--- config.mk ---
export PLATFORM = sky130hd
export DESIGN_NAME = multi_channel_signal_generator
export DESIGN_NICKNAME = d
export VERILOG_FILES = /design/src/rtl/multi_channel_signal_generator.sv
export SDC_FILE = /design/constraint.sdc
export NUM_CORES = 1
export LEC_CHECK = 0
export ABC_AREA = 1
export BUFFER_PORTS_ARGS = -buffer_cell sky130_fd_sc_hd__buf_4
export CORE_MARGIN = 8
export CORE_UTILIZATION = 65
export DETAILED_ROUTE_END_ITERATION = 8
export GPL_TIMING_DRIVEN = 0
export PLACE_DENSITY = 0.86
export SKIP_LAST_GASP = 1
export SYNTH_ARGS = -nofsm -noshare
export SYNTH_HDL_FRONTEND = slang
export SYNTH_SLANG_ARGS = --single-unit
--- constraint.sdc ---
create_clock -name clk_operation -period 7.8 [get_ports clk_operation]
set_input_delay 0.78 -clock clk_operation [delete_from_list [all_inputs] [get_ports clk_operation]]
set_output_delay 0.78 -clock clk_operation [all_outputs]
set_load 0.02 [all_outputs]
--- src/rtl/multi_channel_signal_generator.sv ---
// Parametrised multi-channel test-stimulus source: per-channel LFSR, ramp, square or
// constant samples, one new sample per CYCLES_PER_SAMPLE enabled clocks.
module multi_channel_signal_generator #(
  parameter int          DATA_WIDTH        = 16,
  parameter int          NUM_CH            = 2,
  parameter int          CYCLES_PER_SAMPLE = 8192,
  parameter int          HALF_PERIOD       = 16,
  parameter logic [31:0] LFSR_SEED         = 32'hACE1_1234
) (
  input  logic                         clk_operation,
  input  logic                         rst,
  input  logic                         enable,
  input  logic [1:0]                   mode,
  input  logic [DATA_WIDTH-1:0]        amplitude,
  input  logic [DATA_WIDTH-1:0]        step,
  output logic [NUM_CH*DATA_WIDTH-1:0] signal,
  output logic                         signal_valid,
  output logic [15:0]                  sample_count
);

  // Handshake: signal_valid is a one-cycle strobe with no ready/backpressure; a
  // consumer must capture signal in the cycle signal_valid is high, and signal holds
  // its value until the next strobe.

  localparam int CW = (CYCLES_PER_SAMPLE > 1) ? $clog2(CYCLES_PER_SAMPLE) : 1;
  localparam int HW = (HALF_PERIOD > 1) ? $clog2(HALF_PERIOD) : 1;
  localparam logic [CW-1:0] CNT_LAST  = CW'(CYCLES_PER_SAMPLE - 1);
  localparam logic [HW-1:0] HALF_LAST = HW'(HALF_PERIOD - 1);
  localparam logic [31:0]   TAPS      = 32'h8020_0003;

  typedef enum logic [1:0] {
    MODE_RANDOM = 2'd0,
    MODE_RAMP   = 2'd1,
    MODE_SQUARE = 2'd2,
    MODE_CONST  = 2'd3
  } mode_e;

  logic [CW-1:0]         period_cnt;
  logic                  tick;
  logic [HW-1:0]         half_cnt;
  logic                  phase_neg;
  logic [DATA_WIDTH-1:0] square_val;

  assign tick = enable && (period_cnt == '0);

  always_ff @(posedge clk_operation or posedge rst) begin
    if (rst) begin
      period_cnt <= '0;
    end else if (enable) begin
      period_cnt <= (period_cnt == CNT_LAST) ? '0 : period_cnt + CW'(1);
    end
  end

  // The phase used for the current sample is the one before any toggle.
  assign square_val = phase_neg ? ((~amplitude) + DATA_WIDTH'(1)) : amplitude;

  always_ff @(posedge clk_operation or posedge rst) begin
    if (rst) begin
      half_cnt  <= '0;
      phase_neg <= 1'b0;
    end else if (tick) begin
      if (half_cnt == HALF_LAST) begin
        half_cnt  <= '0;
        phase_neg <= ~phase_neg;
      end else begin
        half_cnt <= half_cnt + HW'(1);
      end
    end
  end

  always_ff @(posedge clk_operation or posedge rst) begin
    if (rst) begin
      signal_valid <= 1'b0;
      sample_count <= 16'd0;
    end else begin
      signal_valid <= tick;
      if (tick) begin
        sample_count <= sample_count + 16'd1;
      end
    end
  end

  for (genvar k = 0; k < NUM_CH; k++) begin : g_ch
    localparam logic [31:0] SEED_RAW = LFSR_SEED ^ (32'(k + 1) * 32'h9E37_79B9);
    localparam logic [31:0] SEED     = (SEED_RAW == 32'd0) ? 32'd1 : SEED_RAW;

    logic [31:0]           lfsr;
    logic [31:0]           lfsr_next;
    logic [DATA_WIDTH-1:0] acc;
    logic [DATA_WIDTH-1:0] acc_next;
    logic [DATA_WIDTH-1:0] sample;
    logic [DATA_WIDTH-1:0] sig_q;

    // LFSR and ramp advance on every tick regardless of mode.
    assign lfsr_next = (lfsr >> 1) ^ (lfsr[0] ? TAPS : 32'd0);
    assign acc_next  = acc + step;

    always_comb begin
      sample = amplitude;
      case (mode)
        MODE_RANDOM: sample = lfsr_next[DATA_WIDTH-1:0];
        MODE_RAMP:   sample = acc_next;
        MODE_SQUARE: sample = square_val;
        MODE_CONST:  sample = amplitude;
        default:     sample = amplitude;
      endcase
    end

    always_ff @(posedge clk_operation or posedge rst) begin
      if (rst) begin
        lfsr  <= SEED;
        acc   <= '0;
        sig_q <= '0;
      end else if (tick) begin
        lfsr  <= lfsr_next;
        acc   <= acc_next;
        sig_q <= sample;
      end
    end

    assign signal[k*DATA_WIDTH +: DATA_WIDTH] = sig_q;
  end

endmodule

==> impl_metrics.tcl, run 1 <==
set metrics [dict create \
    status "finished, final reports clean" \
    p_per_area_nw_per_um2 177 \
    vias 8877 \
    power_mw 1.90 \
    fin_area_um2 10700 \
    wl_per_cell_um 18.2 \
    max_clock_freq_mhz 430 \
    grt_setup_unrepaired "false" \
    numCtsBuffers 17 \
    fillers 1028 \
    clock_path_buffers 2 \
    cap_violations 0 \
    finalSetupTns_ns 0 \
    clkLatencyLatePin_ns 0.44 \
    cts-hold-fix-buffers 0 \
    syn_area_um2 9210 \
    critPathLaunchType "input port" \
    grt_max_degree 100 \
    port_buffers 83 \
    grt.total_usage_pct 30.8 \
    layout_common_cells "438 x nand2_1, 132 x dfrtp_1, 107 x inv_1" \
    antenna_left 0 \
    grt.overflow.total 0 \
    clk_transition_reported_paths_ns 0.07 \
    cts_setup_buffers 0 \
    fp.dieH_um 135 \
    num_rows 43 \
    finalClockSkew_ns 0.0133 \
    end_kind "flop" \
    ctsRootBufferMaster "clkbuf_16" \
    synth_fp_nets 1292 \
    cts_tree "yes" \
    p_leak_nw 5.73 \
    max_slew_margin_pct 53.5 \
    placedCellCount 1482 \
    start_util_pct 66.4 \
    fin_crit_sh_pct 29.8 \
    drive_above_1_share_pct 15.0 \
    postSynthAreaPerCell_um2 7.56 \
    htreeDepth 4 \
    crit_arrival_ns 2.66 \
    post_cts_resized 0 \
    worstPathRequired_ns 8.13 \
    viasPerCell 5.86 \
    tightest_slew_ns 0.697 \
    hold_viol 0 \
    fp.coreArea_um2 13900 \
    gp_congestion 0.942 \
    cts_sinks 163 \
    area_growth_pct 16.2 \
    worstHoldPathType "in -> async" \
    ys_types 39 \
    cp_max_fo 3 \
    grt_pass1_vias 8494 \
    fin_cells 1514 \
    irDropWorstVdd_mv 0.245 \
    ys_ff_latch 163 \
    diodes 0 \
    final_common_cell "nand2_1" \
    syn_inst 1218 \
    wl_um 27500 \
    critPathKind "in -> reg" \
    die_width_um 135 \
    slew_violations 0 \
    synth_seq_area_share_pct 44.7 \
    dp_hpwl_um 19900 \
    io_pins 86 \
    placed_cell_area_um2 10100 \
    layout.nets 1395 \
    post-route-drc-count 0 \
    whs_ns 0.359 \
    antenna_found_initial 0 \
    yosys_warnings 0 \
    die-area_um2 18200 \
    fin_crit_ns 2.33 \
    dr.pass1.iters 6 \
    grt_pass1_wl_um 43700 \
    drt_iter0_drc 1078 \
    setup_viol 0 \
]
## final cells by class
type | count | area, um2 | share of cell area [%]
plain buffers | 38 | 209 | 1.95
clock buffers | 17 | 425 | 3.97
clock inverters | 15 | 185 | 1.73
inverters | 117 | 447 | 4.17
multi-input cells | 900 | 4450 | 41.5
flip-flops and latches | 163 | 4120 | 38.5
well taps | 180 | 225 | 2.10
repair buffers | 84 | 651 | 6.08
## per-stage QoR
stage / util, % / worst slack [ns]
after floorplan: - / 2.67
after global placement: 72.5 / 0.929
after detailed placement: 72.7 / 5.21
after CTS: 77.1 / 5.57
after global routing: 77.1 / 5.38
final: 77.1 / 5.47
## state kept, by name, indices dropped and copies added, names as in the netlist
signal,count
signal_valid,1
sample_count,16
g_ch.lfsr,64
half_cnt,4
g_ch.sig_q,32
period_cnt,13
phase_neg,1
g_ch.acc,32
## cells in the mapped netlist
cell type / n / area, um2
nand2_1: 438 / 1640
dfrtp_1: 132 / 3300
inv_1: 108 / 405
nand3_1: 91 / 455
nor2_1: 83 / 312
o21ai_0: 61 / 305
a21oi_1: 59 / 295
ha_1: 35 / 438
dfstp_2: 31 / 815
buf_2: 26 / 130
xor2_1: 25 / 219
nor3_1: 18 / 90.1
xnor2_1: 18 / 158
nand4_1: 14 / 87.6
o21ai_1: 12 / 60.1
inv_2: 8 / 30.0
nand3b_1: 8 / 60.1
buf_4: 7 / 52.6
nor4_1: 5 / 31.3
clkbuf_1: 4 / 15.0
a31oi_1: 3 / 18.8
nor2_2: 3 / 18.8
o211ai_1: 3 / 22.5
o21bai_1: 3 / 22.5
o22ai_1: 3 / 18.8
a21o_1: 2 / 15.0
a221oi_1: 2 / 17.5
fa_1: 2 / 40.0
nor3_2: 2 / 20.0
nor4_2: 2 / 25.0
o22a_1: 2 / 17.5
a211oi_1: 1 / 7.51
a41oi_1: 1 / 8.76
buf_6: 1 / 11.3
clkinv_1: 1 / 3.75
nand2_2: 1 / 6.26
nand3_2: 1 / 10.0
nor3_4: 1 / 16.3
o21a_1: 1 / 7.51
## final timing paths
path                                   start                to  slack (ns)  cells after the start
setup / recovery                     step[0]  g_ch[1].sig_q[8]        5.47                     12
hold / removal                           rst  g_ch[0].lfsr[27]        0.36                      2
setup reg to reg              g_ch[1].acc[0]  g_ch[1].sig_q[8]        5.56                     11
hold reg to reg             g_ch[1].lfsr[24]  g_ch[1].lfsr[23]        0.47                      2
max in group asynchronous                rst   g_ch[1].lfsr[2]        6.59                      3
min in group clk_operation  g_ch[1].lfsr[24]  g_ch[1].lfsr[23]        0.47                      2
## kinds of logic (layout without fill, tap and decap cells)
group                    after synthesis  after routing  share of synthesized area, %
AND/OR/NAND/NOR                      667            667                          30.1
flip-flops                           163            163                          44.7
buffers and inverters                155            271                          7.03
AO/OA/AOI/OAI                        153            153                          8.87
XOR/XNOR                              43             43                          4.09
adder cells (fa/ha/maj)               37             37                          5.19
## report_power, final
part / leakage [nW] / internal [mW] / switching, mW / total, mW
Combinational: 3.34 / 0.0513 / 0.103 / 0.154
Clock: 0.293 / 0.462 / 0.398 / 0.860
Sequential: 2.10 / 0.862 / 0.0243 / 0.886
Total: 5.73 / 1.37 / 0.525 / 1.90
## critical path, stage by stage
cell,delay [ns]
buf_4,0.10
ha_1,0.16
inv_1,0.06
fa_1,0.44
nor2_1,0.14
nor2_1,0.09
nor3_1,0.26
o21ai_0,0.17
nand2_1,0.21
nor2_1,0.07
nor2_1,0.11
nor2_1,0.05
## layer usage
metal / track usage [%] / vias to the layer above / share of wire, %
met4: 15.1 / 0 / 4.3
met2: 46.1 / 457 / 45
met5: 0 / - / 0
li1: - / 4134 / -
met1: 40.7 / 4211 / 41
met3: 7.76 / 75 / 10
No activity file was read; power rests on OpenSTA's default activity.
==> run 2: changes to the inputs <==
Settings changed: CORE_UTILIZATION 65 to 54, PLACE_DENSITY 0.86 to 0.76.
Clock period 7.8 ns to 1.9 ns, I/O delays scaled along.
==> impl_metrics.tcl, run 2 (synthesis gave the netlist of run 1 again) <==
set metrics [dict create \
    status "finished, violations left" \
    violations "setup timing" \
    drt_iter0_drc 939 \
    power_frac_seq_pct 47.6 \
    start_util_pct 55.4 \
    startpoint "g_ch[1].acc[11]" \
    finalClockSkew_ns 0.0107 \
    cap_violations 0 \
    crit_arrival_ns 2.24 \
    antenna_found_initial 0 \
    irDropWorstVdd_mv 0.711 \
    regArea_um2 4120 \
    postLayoutCoreUtil_pct 68.8 \
    final_common_cell "nand2_1" \
    fp.coreArea_um2 16600 \
    cts_sinks 163 \
    critPathLaunchType "flop" \
    dr.pass1.iters 6 \
    clock_path_buffers 2 \
    combPwrFrac_pct 9.2 \
    slew_violations 0 \
    hold_viol 0 \
    clockPowerShare_pct 43.1 \
    antenna_left 0 \
    num_rows 47 \
    wl_per_cell_um 18.1 \
    grt_setup_unrepaired "true" \
    port_buffers 83 \
    viasPerCell 5.61 \
    worst_slack_ns -0.0206 \
    cts_tree "yes" \
    die-area_um2 21500 \
    p_per_area_nw_per_um2 669 \
    grt.total_usage_pct 25.6 \
    p_leak_nw 5.90 \
    dp_hpwl_um 20400 \
    layout_common_cells "425 x nand2_1, 130 x dfrtp_1, 106 x buf_4" \
    cp_common_cell "nand2_1" \
    clk_transition_reported_paths_ns 0.06 \
    clkLatencyLatePin_ns 0.44 \
    grt_max_degree 44 \
    grt_pass1_wl_um 43800 \
    dp_slack_ns -0.152 \
    grt.overflow.total 0 \
    numCtsBuffers 17 \
    p_switching_mw 2.04 \
    vias 8840 \
    area_growth_pct 24.3 \
    layout.nets 1417 \
    slowest_stage "dfrtp_1" \
    tightest_slew_ns 0.556 \
    reg.largest.list "g_ch.lfsr: 64 flops, g_ch.acc: 32 flops, g_ch.sig_q: 32 flops" \
    gp_congestion 0.942 \
    io_pins 86 \
    ctsRootBufferMaster "clkbuf_16" \
    wl_um 28500 \
    post-route-drc-count 0 \
    worstHoldStart "enable" \
    fillers 1337 \
    max_slew_margin_pct 62.9 \
    regMostFlops "g_ch.lfsr" \
    switching_share_pct 26.6 \
    htreeDepth 4 \
    worstPathRequired_ns 2.22 \
    slowest_delay_ns 0.39 \
    cp_max_fo 6 \
    drive_above_1_share_pct 22.1 \
    die_width_um 147 \
    worstHoldPathType "in -> reg" \
    critPathKind "reg -> reg" \
    grt_pass1_vias 8376 \
    multi_input_area_um2 4920 \
    max_clock_freq_mhz 521 \
    diodes 0 \
    whs_ns 0.0192 \
    r2r-start "g_ch[1].acc[11]" \
    crit_chain "ha_1 -> nand2_1 -> nor2_1 -> inv_1 -> nor2_1 -> nand2_2 -> nand2_1 -> nand2_1 -> nand3_2 -> nand3_1 -> nand2_2 -> nand2_1" \
    fin_crit_ns 1.92 \
    fp.dieH_um 147 \
    largest_reg_flops 64 \
    end_kind "flop" \
    internal-power_mw 5.63 \
    setup_viol 2 \
    fin_crit_sh_pct 101 \
]
run 2: through the flow:
step	area, um2	cells	TNS, ns	power (mW)
after global placement	10100	1521	-200.46	4.30
after CTS	10900	1561	-0.0472	7.61
after global routing	11400	1576	-2.03	7.91
after floorplan	9220	1218	-44.29	4.08
final	11400	1576	-0.0354	7.66
after detailed placement	10200	1525	-0.958	4.33
run 2: timing repair:
action / 4_1_cts / 5_1_grt
hold endpoints to repair: 11 / 0
cloned: 0 / 2
hold buffers: 1 / 0
buffers inserted: 3 / 13
pin swaps: 13 / 28
resized for setup: 27 / 108
endpoints found under the setup margin: 22 / 144
run 2: path summary, 6_finish.rpt:
kind / slack (ns) / endpoint / cells past startpoint
worst max-delay path: -0.02 / g_ch[1].sig_q[14] / 12
min in group asynchronous: 0.28 / g_ch[0].lfsr[27] / 3
max in group asynchronous: 0.78 / g_ch[1].lfsr[2] / 5
worst max register to register: -0.02 / g_ch[1].sig_q[14] / 12
worst min-delay path: 0.02 / period_cnt[1] / 2
worst min register to register: 0.46 / g_ch[1].lfsr[18] / 2
run 2: final cells by class:
class / instances / share of cell area [%]
Tap cell: 220 / 2.40
Buffer: 38 / 2.35
Clock buffer: 24 / 4.30
Timing Repair Buffer: 105 / 7.39
Inverter: 117 / 3.92
Timing Repair inverter: 1 / 0.0437
Multi-Input combinational cell: 900 / 43.0
Sequential cell: 163 / 36.0
Clock inverter: 8 / 0.590
run 2: metal layers:
metal	global-route usage (%)	part of all wire, %	up-vias	wire length [um]
met5	0	0	-	0
met4	10.1	3.0	0	863
met3	7.17	9.1	52	2610
met2	39.3	45	404	12900
met1	33.6	43	4206	12200
li1	-	-	4178	-
run 2: critical path: cells and delay by family (launching register included):
family	cells	cell delay (ns)
adder cells (fa/ha/maj)	1	0.38
buffers and inverters	1	0.06
flip-flops	1	0.39
AND/OR/NAND/NOR	10	0.98
run 2: power groups by stage:
stage | clock network, mW | registers [mW] | logic, mW
2_1_floorplan | 0 | 3.67 | 0.402
4_1_cts | 3.33 | 3.63 | 0.645
3_5_place_dp | 0 | 3.69 | 0.633
5_1_grt | 3.47 | 3.66 | 0.780
6_report | 3.31 | 3.65 | 0.709
3_3_place_gp | 0 | 3.70 | 0.602
